<file path="src/rtl/freq_ctrl_pkg.sv">
// Shared types and BCD helpers for the frequency-setting controller.
package freq_ctrl_pkg;

  localparam int BCD_W          = 4;
  localparam int BCD_MAX_DIGITS = 10;

  typedef enum logic [1:0] {IDLE, APPLY, CONV, PUBLISH} state_t;
  typedef enum logic [2:0] {NONE, INC_F, DEC_F, INC_C, DEC_C} cmd_t;

  // Packed BCD of a binary constant, wide enough for any 32-bit value.
  function automatic logic [BCD_W*BCD_MAX_DIGITS-1:0] to_bcd(input int unsigned value);
    logic [BCD_W*BCD_MAX_DIGITS-1:0] r;
    int unsigned v;
    r = '0;
    v = value;
    for (int i = 0; i < BCD_MAX_DIGITS; i++) begin
      r[i*BCD_W +: BCD_W] = BCD_W'(v % 10);
      v = v / 10;
    end
    return r;
  endfunction

  function automatic logic [BCD_W*BCD_MAX_DIGITS-1:0] bcd_min(input int unsigned fmin);
    return to_bcd(fmin);
  endfunction

  function automatic logic [BCD_W*BCD_MAX_DIGITS-1:0] bcd_max(input int unsigned fmax);
    return to_bcd(fmax);
  endfunction

  function automatic logic [BCD_W*BCD_MAX_DIGITS-1:0] bcd_rst(input int unsigned frst);
    return to_bcd(frst);
  endfunction

endpackage

</file>
<file path="src/rtl/bcd_step_addsub.sv">
// Adds or subtracts 10^k to a packed BCD word with digit-wise ripple carry/borrow.
module bcd_step_addsub
  import freq_ctrl_pkg::*;
#(
  parameter int DIGITS = 6,
  parameter int IDX_W  = 3
) (
  input  logic [BCD_W*DIGITS-1:0] din,
  input  logic [IDX_W-1:0]        k,
  input  logic                    sub,
  output logic [BCD_W*DIGITS-1:0] result,
  output logic                    ovf
);

  logic             c;
  logic             one;
  logic [BCD_W-1:0] d;
  logic [BCD_W:0]   t;

  always_comb begin
    c      = 1'b0;
    one    = 1'b0;
    d      = '0;
    t      = '0;
    result = '0;
    for (int i = 0; i < DIGITS; i++) begin
      d   = din[i*BCD_W +: BCD_W];
      one = (IDX_W'(i) == k);
      if (!sub) begin
        t = {1'b0, d} + {{BCD_W{1'b0}}, one} + {{BCD_W{1'b0}}, c};
        if (t > (BCD_W+1)'(9)) begin
          result[i*BCD_W +: BCD_W] = BCD_W'(t - (BCD_W+1)'(10));
          c = 1'b1;
        end else begin
          result[i*BCD_W +: BCD_W] = t[BCD_W-1:0];
          c = 1'b0;
        end
      end else begin
        t = {1'b0, d} - {{BCD_W{1'b0}}, one} - {{BCD_W{1'b0}}, c};
        // a set top bit means the digit went negative: wrap by +10 and borrow
        if (t[BCD_W]) begin
          result[i*BCD_W +: BCD_W] = BCD_W'(t + (BCD_W+1)'(10));
          c = 1'b1;
        end else begin
          result[i*BCD_W +: BCD_W] = t[BCD_W-1:0];
          c = 1'b0;
        end
      end
    end
    ovf = c;
  end

endmodule

</file>
<file path="src/rtl/freq_set_ctrl.sv">
// Key-driven BCD frequency setpoint with saturation, sequential BCD-to-binary
// conversion and a one-cycle publish strobe towards the generator.
//
// state   | meaning
// IDLE    | waiting; takes the pending slot first, else the registered key command
// APPLY   | step the BCD setpoint by +/-10^k with clamping
// CONV    | one BCD digit per cycle into acc, MSB first
// PUBLISH | copy acc to freq_out, strobe freq_valid next cycle
module freq_set_ctrl
  import freq_ctrl_pkg::*;
#(
  parameter int DIGITS       = 6,
  parameter int COARSE_DIGIT = 4,
  parameter int FREQ_W       = 32,
  parameter int FREQ_MIN     = 1,
  parameter int FREQ_MAX     = 999999,
  parameter int FREQ_RST     = 1000
) (
  input  logic                    clk,
  input  logic                    rst_n,
  input  logic                    inc_fine,
  input  logic                    dec_fine,
  input  logic                    inc_coarse,
  input  logic                    dec_coarse,
  output logic [BCD_W*DIGITS-1:0] bcd_digits,
  output logic [FREQ_W-1:0]       freq_out,
  output logic                    freq_valid,
  output logic                    busy
);

  localparam int BW    = BCD_W*DIGITS;
  localparam int IDX_W = (DIGITS > 1) ? $clog2(DIGITS) : 1;

  localparam logic [BCD_W*BCD_MAX_DIGITS-1:0] MIN_FULL = bcd_min(FREQ_MIN);
  localparam logic [BCD_W*BCD_MAX_DIGITS-1:0] MAX_FULL = bcd_max(FREQ_MAX);
  localparam logic [BCD_W*BCD_MAX_DIGITS-1:0] RST_FULL = bcd_rst(FREQ_RST);
  localparam logic [BW-1:0] BCD_MIN = MIN_FULL[BW-1:0];
  localparam logic [BW-1:0] BCD_MAX = MAX_FULL[BW-1:0];
  localparam logic [BW-1:0] BCD_RST = RST_FULL[BW-1:0];

  state_t             state, state_nxt;
  cmd_t               cmd_in, cmd_r, cmd_q, pend_cmd;
  logic               pend_valid;
  logic [BW-1:0]      bcd_q, cand, bcd_next;
  logic               cand_ovf;
  logic               step_sub;
  logic [IDX_W-1:0]   step_k;
  logic [IDX_W-1:0]   idx;
  logic [FREQ_W-1:0]  acc, freq_q;
  logic               valid_q;
  logic [BCD_W-1:0]   digit;

  // Simultaneous keys are treated as no command at all.
  always_comb begin
    cmd_in = NONE;
    case ({inc_fine, dec_fine, inc_coarse, dec_coarse})
      4'b1000: cmd_in = INC_F;
      4'b0100: cmd_in = DEC_F;
      4'b0010: cmd_in = INC_C;
      4'b0001: cmd_in = DEC_C;
      default: cmd_in = NONE;
    endcase
  end

  assign step_sub = (cmd_q == DEC_F) || (cmd_q == DEC_C);
  assign step_k   = ((cmd_q == INC_C) || (cmd_q == DEC_C)) ? IDX_W'(COARSE_DIGIT) : '0;

  bcd_step_addsub #(.DIGITS(DIGITS), .IDX_W(IDX_W)) u_step (
    .din    (bcd_q),
    .k      (step_k),
    .sub    (step_sub),
    .result (cand),
    .ovf    (cand_ovf)
  );

  // BCD words compare correctly as plain unsigned numbers.
  always_comb begin
    bcd_next = cand;
    if (!step_sub && (cand_ovf || (cand > BCD_MAX)))
      bcd_next = BCD_MAX;
    else if (step_sub && (cand_ovf || (cand < BCD_MIN)))
      bcd_next = BCD_MIN;
  end

  assign digit = bcd_q[int'(idx)*BCD_W +: BCD_W];

  always_ff @(posedge clk or negedge rst_n) begin
    if (!rst_n) state <= IDLE;
    else        state <= state_nxt;
  end

  always_comb begin
    state_nxt = state;
    case (state)
      IDLE:    if (pend_valid || (cmd_r != NONE)) state_nxt = APPLY;
      APPLY:   state_nxt = CONV;
      CONV:    if (idx == '0) state_nxt = PUBLISH;
      PUBLISH: state_nxt = IDLE;
      default: state_nxt = IDLE;
    endcase
  end

  always_ff @(posedge clk or negedge rst_n) begin
    if (!rst_n) begin
      cmd_r      <= NONE;
      cmd_q      <= NONE;
      pend_cmd   <= NONE;
      pend_valid <= 1'b0;
      bcd_q      <= BCD_RST;
      acc        <= '0;
      idx        <= '0;
      freq_q     <= FREQ_W'(FREQ_RST);
      valid_q    <= 1'b0;
    end else begin
      cmd_r   <= cmd_in;
      valid_q <= 1'b0;
      case (state)
        IDLE: begin
          if (pend_valid) begin
            cmd_q      <= pend_cmd;
            pend_valid <= 1'b0;
          end else if (cmd_r != NONE) begin
            cmd_q <= cmd_r;
          end
        end
        APPLY: begin
          bcd_q <= bcd_next;
          acc   <= '0;
          idx   <= IDX_W'(DIGITS-1);
        end
        CONV: begin
          acc <= (acc << 3) + (acc << 1) + FREQ_W'(digit);
          idx <= idx - IDX_W'(1);
        end
        PUBLISH: begin
          freq_q  <= acc;
          valid_q <= 1'b1;
        end
        default: ;
      endcase
      // Only the first command seen while busy is kept.
      if ((state != IDLE) && (cmd_r != NONE) && !pend_valid) begin
        pend_valid <= 1'b1;
        pend_cmd   <= cmd_r;
      end
    end
  end

  assign bcd_digits = bcd_q;
  assign freq_out   = freq_q;
  assign freq_valid = valid_q;
  assign busy       = (state != IDLE);

endmodule
</file>
<file path="config.mk">
export PLATFORM = sky130hd
export DESIGN_NAME = freq_set_ctrl
export DESIGN_NICKNAME = d
export VERILOG_FILES = /design/src/rtl/freq_ctrl_pkg.sv /design/src/rtl/bcd_step_addsub.sv /design/src/rtl/freq_set_ctrl.sv
export SDC_FILE = /design/constraint.sdc
export NUM_CORES = 1
export LEC_CHECK = 0
export BUFFER_PORTS_ARGS = -buffer_cell sky130_fd_sc_hd__buf_2
export CORE_ASPECT_RATIO = 0.5
export CORE_MARGIN = 3
export CORE_UTILIZATION = 45
export DETAILED_ROUTE_END_ITERATION = 16
export PLACE_DENSITY = 0.73
export SLEW_MARGIN = 20
export SYNTH_ARGS = -nofsm -noshare
export SYNTH_HDL_FRONTEND = slang
export SYNTH_HIERARCHICAL = 1
export SYNTH_SLANG_ARGS = --single-unit
</file>
<file path="constraint.sdc">
create_clock -name clk -period 16.7 [get_ports clk]
set_clock_uncertainty 0.15 [all_clocks]
set_input_delay 1.67 -clock clk [delete_from_list [all_inputs] [get_ports clk]]
set_output_delay 1.67 -clock clk [all_outputs]
set_load 0.03 [all_outputs]
</file>
Word-level counts from Yosys, hierarchy flattened
Index checks and enable logic that the tools add are counted.
Widths: inputs -> output; s select.
{"block": "totals", "out_inout_bits": 58, "elab_cells": 144, "regBits": 104}
{"block": "op_classes", "eq_ne": 17, "add_sub_neg": 37, "shifts": 1, "mux": 50, "reduce_logical": 21, "order_cmp": 8}
{"cell": "$mux 4", "n": 18}
{"cell": "$pmux 32 s2", "n": 1}
{"cell": "$mux 24", "n": 2}
{"cell": "$add 32x32->32", "n": 1}
{"cell": "$add 32x4->32", "n": 1}
{"cell": "$add 4x1->5", "n": 6}
{"cell": "$gt 5x4->1 const B", "n": 6}
{"cell": "$sub 4x1->5", "n": 6}
{"cell": "$add 5x1->5", "n": 5}
{"cell": "$sub 5x1->5", "n": 5}
{"cell": "$add 4x4->4 const B", "n": 6}
{"cell": "$gt 24x24->1 const B", "n": 1}
{"cell": "$lt 24x1->1 const B", "n": 1}
{"cell": "$shiftx 24x6->4", "n": 1}
{"cell": "$sub 4x4->4 const B", "n": 6}
{"cell": "$mux 1", "n": 21}
{"cell": "$pmux 3 s4", "n": 1}
{"cell": "$mux 3", "n": 3}
{"cell": "$pmux 2 s4", "n": 1}
{"cell": "$reduce_bool 2->1", "n": 4}
{"cell": "$eq 2x3->1 const A", "n": 2}
{"cell": "$eq 3x2->1 const B", "n": 2}
{"cell": "$eq 3x3->1 const A", "n": 2}
{"cell": "$logic_not 3->1", "n": 2}
{"cell": "other kinds (18)", "n": 30}

Longest topological paths before layout
Gate-level depths: netlist of run 1.
{"block": "logic_depth", "word_depth": 33, "mapped_depth": 69, "depth_no_buf": 66}

Hierarchy
Netlist of run 1, hierarchy kept.
{"module": "freq_set_ctrl", "cells_per_inst": 619, "instances": 1, "area_each_um2": 6366.1}
{"module": "bcd_step_addsub", "cells_per_inst": 408, "instances": 1, "area_each_um2": 2696.3}

Least setup slack after synthesis of run 1
Ideal clock, no wire load.
{"block": "synth_path", "kind": "reg2reg", "start": "reg cmd_q[1]", "end": "reg bcd_q[10] (netlist: bcd_digits[10])", "period_less_slack_ps": 12856, "setup_slack_ps": 3844, "path_stages_with_launch": 69, "setup_ps": 121, "path_buffers": 3, "t_arrival_ps": 12585, "path_cell_list": "dfrtp_1 -> nand2_1 -> o21ai_0 -> nor3_1 -> ha_1 -> ha_1 -> xnor2_1 -> ha_1 -> a21boi_4 -> a21oi_2 -> or4_1 -> o21ai_1 -> fa_1 -> inv_1 -> ha_1 -> clkbuf_1 -> xnor2_1 -> ha_1 -> (+33 left out) -> fa_1 -> inv_1 -> ha_1 -> xnor2_1 -> ha_1 -> nand2_1 -> a31oi_1 -> nor2_1 -> o31a_1 -> nor2_1 -> nand2_1 -> nor3_1 -> nand4_1 -> nand2b_1 -> a211oi_1 -> nor2b_1 -> buf_2 -> a22o_1"}
{"block": "synth_between", "elab_chain_len": 33, "elab_cells_between_ends": 97}
{"element": "start: declaration", "line_no": "freq_set_ctrl.sv:42", "rtl": "cmd_t cmd_in, cmd_r, cmd_q, pend_cmd;"}
{"element": "start signal: assignment", "line_no": "freq_set_ctrl.sv:120", "rtl": "cmd_q <= pend_cmd;"}
{"element": "start signal: assignment", "line_no": "freq_set_ctrl.sv:123", "rtl": "cmd_q <= cmd_r;"}
{"element": "$eq 3x2->1 / $eq 3x3->1 (equally long branches)", "line_no": "freq_set_ctrl.sv:66", "rtl": "assign step_k = ((cmd_q == INC_C) || (cmd_q == DEC_C)) ? IDX_W'(COARSE_DIGIT) : '0;"}
{"element": "$logic_or 1x1->1 *", "line_no": "freq_set_ctrl.sv:66"}
{"element": "$mux 3 *", "line_no": "freq_set_ctrl.sv:66"}
{"element": "named net step_k[2]", "line_no": "freq_set_ctrl.sv:47", "rtl": "logic [IDX_W-1:0] step_k;"}
{"element": "$logic_not 3->1", "line_no": "bcd_step_addsub.sv:28", "rtl": "one = (IDX_W'(i) == k);"}
{"element": "$add 4x1->5", "line_no": "bcd_step_addsub.sv:30", "rtl": "t = {1'b0, d} + {{BCD_W{1'b0}}, one} + {{BCD_W{1'b0}}, c};"}
{"element": "$gt 5x4->1", "line_no": "bcd_step_addsub.sv:31", "rtl": "if (t > (BCD_W+1)'(9)) begin"}
{"element": "$mux 1", "line_no": "bcd_step_addsub.sv:31"}
{"element": "(+19 left out)"}
{"element": "$mux 4, on equally long branches", "line_no": "bcd_step_addsub.sv:31, bcd_step_addsub.sv:41"}
{"element": "$mux 4 *", "line_no": "bcd_step_addsub.sv:29", "rtl": "if (!sub) begin"}
{"element": "named net cand[22]", "line_no": "freq_set_ctrl.sv:44", "rtl": "logic [BW-1:0] bcd_q, cand, bcd_next;"}
{"element": "$lt 24x1->1", "line_no": "freq_set_ctrl.sv:81", "rtl": "else if (step_sub && (cand_ovf || (cand < BCD_MIN)))"}
{"element": "$logic_or 1x1->1", "line_no": "freq_set_ctrl.sv:81"}
{"element": "$logic_and 1x1->1", "line_no": "freq_set_ctrl.sv:81"}
{"element": "$mux 24", "line_no": "freq_set_ctrl.sv:81"}
{"element": "$mux 24 *", "line_no": "freq_set_ctrl.sv:79", "rtl": "if (!step_sub && (cand_ovf || (cand > BCD_MAX)))"}
{"element": "end signal: assignment", "line_no": "freq_set_ctrl.sv:127", "rtl": "bcd_q <= bcd_next;"}
{"element": "end: declaration", "line_no": "freq_set_ctrl.sv:44"}
The timed path passes the listed nets; every way through them passes the cells marked *.
A chain may end at the register's enable or synchronous reset.

Worst setup path in the final report of run 1
{"block": "layout_path", "start": "reg cmd_q[1]", "end": "reg bcd_q[2] (netlist: bcd_digits[2])"}
Same word-level chain as after synthesis.

==> results of run 1 <==
flip-flops by register name (all words and copies together), names as in the netlist:
signal and cells:
freq_out 32, bcd_digits 24, pend_cmd 3, freq_valid 1, state 2, cmd_q 3, acc 32, idx 3
pend_valid 1, cmd_r 3
cells in the final DEF, fill, tap and decap left out, types with 5 or more instances in the layout:
cell / netlist / layout
o21bai_1: 5 / 5
mux2i_1: 11 / 11
clkbuf_16: 0 / 9
a22o_1: 25 / 25
a21o_1: 16 / 16
and3_1: 6 / 6
xor2_1: 15 / 15
nor3_1: 19 / 19
a21oi_1: 67 / 67
dfstp_2: 7 / 7
buf_4: 0 / 5
nand2b_1: 22 / 22
dfrtp_1: 97 / 97
xnor2_1: 33 / 33
o21a_1: 10 / 10
a31oi_1: 8 / 8
nand3_1: 28 / 28
o32ai_1: 6 / 6
conb_1: 1 / 12
nand4_1: 8 / 8
nor2b_1: 17 / 16
o22ai_1: 12 / 12
buf_2: 6 / 62
or3_1: 8 / 8
nor4_1: 5 / 5
nand3b_1: 7 / 7
fa_1: 12 / 12
ha_1: 101 / 101
o31a_1: 6 / 6
nor2_1: 63 / 62
o211ai_1: 12 / 12
inv_1: 83 / 83
o21ai_0: 55 / 55
a211oi_1: 9 / 9
nand2_1: 93 / 93
mux2_2: 32 / 32
logic make-up after synthesis:
logic type      Yosys count
mux                      47
flops                   104
compound gates          283
fa+ha+maj               113
xor+xnor                 48
simple gates            304
other cells               1
buf+inv                 127
area by class of cell:
type                       instances  area share [%]
clock buffer                      11           2.551
clock inverter                     5          0.3916
inverter                          85           3.221
multi-input combinational        807           60.69
sequential                       104           26.36
tap                              259           3.271
timing repair buffer              67           3.511
per-layer routing:
layer | track usage (%) | routed length [um] | up-vias | share of wire [%]
li1 | - | - | 3764 | -
met1 | 26.90 | 9972 | 3775 | 46
met2 | 33.47 | 10190 | 224 | 47
met3 | 3.243 | 1097 | 34 | 5.1
met4 | 4.950 | 354 | 0 | 1.6
met5 | 0 | 0 | - | 0
worst paths after layout:
kind | startpoint | end | slack [ps]
max in group asynchronous | rst_n | acc[7]$_DFFE_PN0P_ | 14050
setup reg to reg | cmd_q[1]$_DFFE_PN0P_ | bcd_digits[2]$_DFFE_PN0N_ | 1550
hold / removal | freq_out[16]$_DFFE_PN0P_ | freq_out[16]$_DFFE_PN0P_ | 350
hold reg to reg | freq_out[16]$_DFFE_PN0P_ | freq_out[16]$_DFFE_PN0P_ | 350
min in group asynchronous | rst_n | bcd_digits[8]$_DFFE_PN0N_ | 1090
setup / recovery | cmd_q[1]$_DFFE_PN0P_ | bcd_digits[2]$_DFFE_PN0N_ | 1550
worst max-delay path, delay by kind of cell (launching register included):
kind / cells / cell delay (ps)
adders and majority gates: 18 / 4910
DFF: 1 / 400
xor gates and xnor gates: 5 / 1310
and+or+nand+nor: 13 / 2530
buffers and inverters: 5 / 280
muxes: 1 / 290
AOI/OAI and AO/OA: 22 / 5200
through the flow:
step	utilization [%]	setup slack [ps]	std cells
finish	52.00	1549	1338
global placement	50.46	2524	1322
global route	52.00	191.6	1338
detailed placement	50.46	1590	1322
CTS	51.99	1509	1338
floorplan	-	3844	1038
==> impl_results.md, run 1 <==
* Post-route cell area at slightly below 10000 um^2
* Multiplexer share of the synthesized area at between 6 and 7%
* Post-Syn Area at just over 9000 um^2
* Seq/Total Area, Yosys at between 20% and 30%
* Area share of and/or/nand/nor cells after synthesis at approximately 17%
* Final wirelength at about 22000 um
* Count leader, synth: ha_1
* Synth-to-Final Area Change at 9.306%
* Reg area at ~2600 um^2
* Final hold slack at ~350 ps
* Max_cap viols at 0
* Min-delay worst type: reg2reg
* Vias in the first global route at around 7.6k
* Ant diodes at 0
* Most numerous cell on the critical path: ha_1
* Top cells by count, synth: ha_1, dfrtp_1, nand2_1
* Aggregate global-route resource usage at ~20%
* Multi-input gate area at roughly 6000 um^2
* CTS clk-pin slew, worst paths at 70 ps
* CP Max Fanout at 13
* CP arrival at 15280 ps
* Die H at approximately 110 um
* CP max stage cell: a21oi_1
* Hold-fix buffer count after cts at 0
* Drt pass-1 iters at 5
* DRT iter0 DRCs at around 540
* Post-Synthesis Cells at roughly 1.0k
* Synth area leaders: dfrtp_1, ha_1, mux2_2
* Register bit total from synthesis at roughly 100
* Buffers on Ports at 63
* Synth warn at 6
* CTS Buf Count at 9
* CP required at between 15000 and 20000 ps
* Slew Viols, Final at 0
* Antenna Nets Post-Route at 0
* Max-Slew Margin vs Limit at 30.74%
* Post-synth top area share at a little over a quarter
* Avg Inst Size Synth at 8.824 um^2
* Setup bufs post-CTS at 0
* Die Wd at ~210 um
* CTS max path bufs at 2
* DRC viols at 0
* EDFF count, synth at 0
* Overflow after GRT at 0
* Synth area leader: dfrtp_1
* H-tree depth at 3
* Largest net degree at the start of global routing at between 70 and 80
* Rows at 35
* Top FF cell, synth: dfrtp_1
* CTS root buffer: clkbuf_16
* WL/cell at 16.15 um
* Unrepaired setup endpoints after global routing: no
* Core area at roughly 19000 um^2
* Startpoint types: flip-flop
* Post-Synth Adder-Cell Area at about 17%
* Final #Nets at roughly 1.2k
* Via/cell ratio at between 5 and 6
* Async S/R FF share, synth at 100.0%
* Boundary Pins at 64
* FMAX at roughly 66 MHz
* Clk sinks at roughly 100
* WHS Path Cells at 1
* Post-Synth XOR/XNOR Area at around 4.6%
* Main combinational cell family by area after synthesis: compound AO/OA/AOI/OAI gates
* Aggregate negative setup slack at 0 ps
* Yosys cell types at between 80 and 90
* Least-Margin Pin Slew at a little over 1000 ps
* Total die area at about 22000 um^2
* Setup CP Type: reg2reg
* Antenna violations before repair at 0
* Starting density of the core at a little under half
* CTS-repair resized insts at 0
* Status: finished clean
* Crit path time final at roughly 15000 ps
* Fillers at ~1.7k
* DR vias at between 7k and 8k
* CTS tree: built
* Worst R2R Path Depth at between 60 and 70
* CP peak stage delay at approximately 700 ps
* Setup violations, final at 0
* Clock Latency Late Sink at 350 ps
* Period utilization at 90.73%
* Final Hold Viols at 0
* Crit end category: flip-flop
* Placed cell area at 9612 um^2
* Final estimated routing congestion in global placement at approximately 0.9
* Global-route wire length before repair at 36450 um
* Ratio of cells with drive above 1 in the final layout at between 10 and 15%
* Post-DP HPWL at 16250 um
* Compound-Gate Fraction of Synth Area at a little over a fifth
Power of run 1 is not shown: default switching activity piles up to over one toggle a cycle in this logic, so the estimate is an artifact.
==> run 2: changes to the inputs <==
--- a/config.mk
+++ b/config.mk
@@ -8,9 +8,9 @@
 export BUFFER_PORTS_ARGS = -buffer_cell sky130_fd_sc_hd__buf_2
 export CORE_ASPECT_RATIO = 0.5
 export CORE_MARGIN = 3
-export CORE_UTILIZATION = 45
+export CORE_UTILIZATION = 27
 export DETAILED_ROUTE_END_ITERATION = 16
-export PLACE_DENSITY = 0.73
+export PLACE_DENSITY = 0.53
 export SLEW_MARGIN = 20
 export SYNTH_ARGS = -nofsm -noshare
 export SYNTH_HDL_FRONTEND = slang
==> impl_results.md, run 2 (synthesis gave the netlist of run 1 again) <==
* Status: finished clean
* CP Max Fanout at 13
* Most numerous cell on the critical path: ha_1
* Die Wd at 265.1 um
* WL/cell at between 15 and 20 um
* Drt pass-1 iters at 5
* H-tree depth at 3
* CP peak stage delay at 630 ps
* Clock Latency Late Sink at about 370 ps
* CP max stage cell: nor2b_2
* Worst R2R Path Depth at 60
* Via/cell ratio at 5.073
* CTS clk-pin slew, worst paths at approximately 70 ps
* Worst slack at placement at roughly 1500 ps
* Buffers on Ports at 63
* Clk sinks at ~100
* FMAX at 67.51 MHz
* Die H at ~140 um
* Slew Viols, Final at 0
* Setup bufs post-CTS at 0
* Crit Reg-Reg Endpoint: bcd_digits[22]$_DFFE_PN0N_
* GR Util met1 at 17.13%
* Final estimated routing congestion in global placement at roughly 0.87
* Max-Slew Margin vs Limit at 36.95%
* WHS Path Cells at 1
* Aggregate global-route resource usage at between 10% and 20%
* Min-delay worst type: reg2reg
* Synth-to-Final Area Change at 12.08%
* Final Hold Viols at 0
* Busiest grt layer: met2
* Crit path time final at around 15000 ps
* Hold-fix buffer count after cts at 0
* RR Startpoint: cmd_q[0]$_DFFE_PN0P_
* Non-Filler Instances at 1513
* Ratio of cells with drive above 1 in the final layout at between 10% and 20%
* CP arrival at around 15000 ps
* DR vias at approximately 7.7k
* Hold Path Origin: freq_out[16]$_DFFE_PN0P_
* Routing usage on met2 at a little under a quarter
* CTS Buf Count at 9
* # placed instances at roughly 1.5k
* Hold Crit Endpoint: freq_out[16]$_DFFE_PN0P_
* Critical path's top delay family: adder cells
* Setup violations, final at 0
* Most common cell after layout, fill and taps aside: ha_1
* Aggregate negative setup slack at 0 ps
* Antenna Nets Post-Route at 0
* Least-Margin Pin Slew at 945.8 ps
* Starting density of the core at 28.02%
* DRC viols at 0
* Most frequent cells in the layout: ha_1, dfrtp_1, nand2_1
* Final Worst Setup Slack at 1887 ps
* Fillers at between 3k and 4k
* Rows at 46
* CP required at about 17000 ps
* Routing usage on met3 at just over 2%
* Overflow after GRT at 0
* Largest net degree at the start of global routing at 73
* DRT iter0 DRCs at 509
* Global-route wire length before repair at slightly below 40000 um
* Core area at 32350 um^2
* CTS root buffer: clkbuf_16
* Total die area at 35930 um^2
* Crit end category: flip-flop
* Period utilization at between 80% and 90%
* CTS max path bufs at 2
* Final hold slack at ~350 ps
* Antenna violations before repair at 0
* Max_cap viols at 0
* FF-to-FF setup slack at approximately 1900 ps
* Ant diodes at 0
* Post-DP HPWL at about 18000 um
* Boundary Pins at 64
* Crit path buffers/inverters at 4
* Final #Nets at about 1.2k
* CTS tree: built
* Final wirelength at around 23000 um
* Startpoint types: flip-flop
* Setup CP Type: reg2reg
* Unrepaired setup endpoints after global routing: no
* Vias in the first global route at around 7.7k
## run 2: cell type report
cell class                      instances  area, um^2  share of cell area (%)
Tap cell                              432       540.5                   5.322
Clock buffer                           10       239.0                   2.353
Timing Repair Buffer                   69       362.8                   3.572
Sequential cell                       104        2611                   25.71
Multi-Input combinational cell        807        6016                   59.23
Inverter                               85       319.1                   3.141
Clock inverter                          6       68.82                  0.6775
## run 2: through the flow
stage	area (um^2)	utilization [%]
2_1_floorplan	9104	-
3_3_place_gp	9843	30.43
3_5_place_dp	9843	30.43
4_1_cts	10150	31.38
5_1_grt	10160	31.40
6_report	10160	31.40
## run 2: worst max-delay path by stage
stage,startpoint,endpoint,cells after the start,slack [ps]
after CTS,cmd_q[0]$_DFFE_PN0P_,bcd_digits[22]$_DFFE_PN0N_,60,1420
after global routing,cmd_q[1]$_DFFE_PN0P_,bcd_digits[23]$_DFFE_PN0N_,65,190
after global placement,cmd_q[0]$_DFFE_PN0P_,bcd_digits[0]$_DFFE_PN0N_,60,2370
after floorplan,cmd_q[1]$_DFFE_PN0P_,bcd_digits[10]$_DFFE_PN0N_,68,3840
final,cmd_q[0]$_DFFE_PN0P_,bcd_digits[22]$_DFFE_PN0N_,60,1890
after detailed placement,cmd_q[0]$_DFFE_PN0P_,bcd_digits[22]$_DFFE_PN0N_,60,1510
## run 2: per-layer routing
metal / wire, um / part of all wire [%]
met1: 10980 / 47
met2: 11290 / 49
met3: 637 / 2.7
met4: 342 / 1.5
met5: 0 / 0
## run 2: timing repair
item,CTS,global route
gates resized for setup,0,2
setup endpoints to repair,0,13
endpoints found under the hold margin,0,0
Power of run 2 is left out for the same reason.
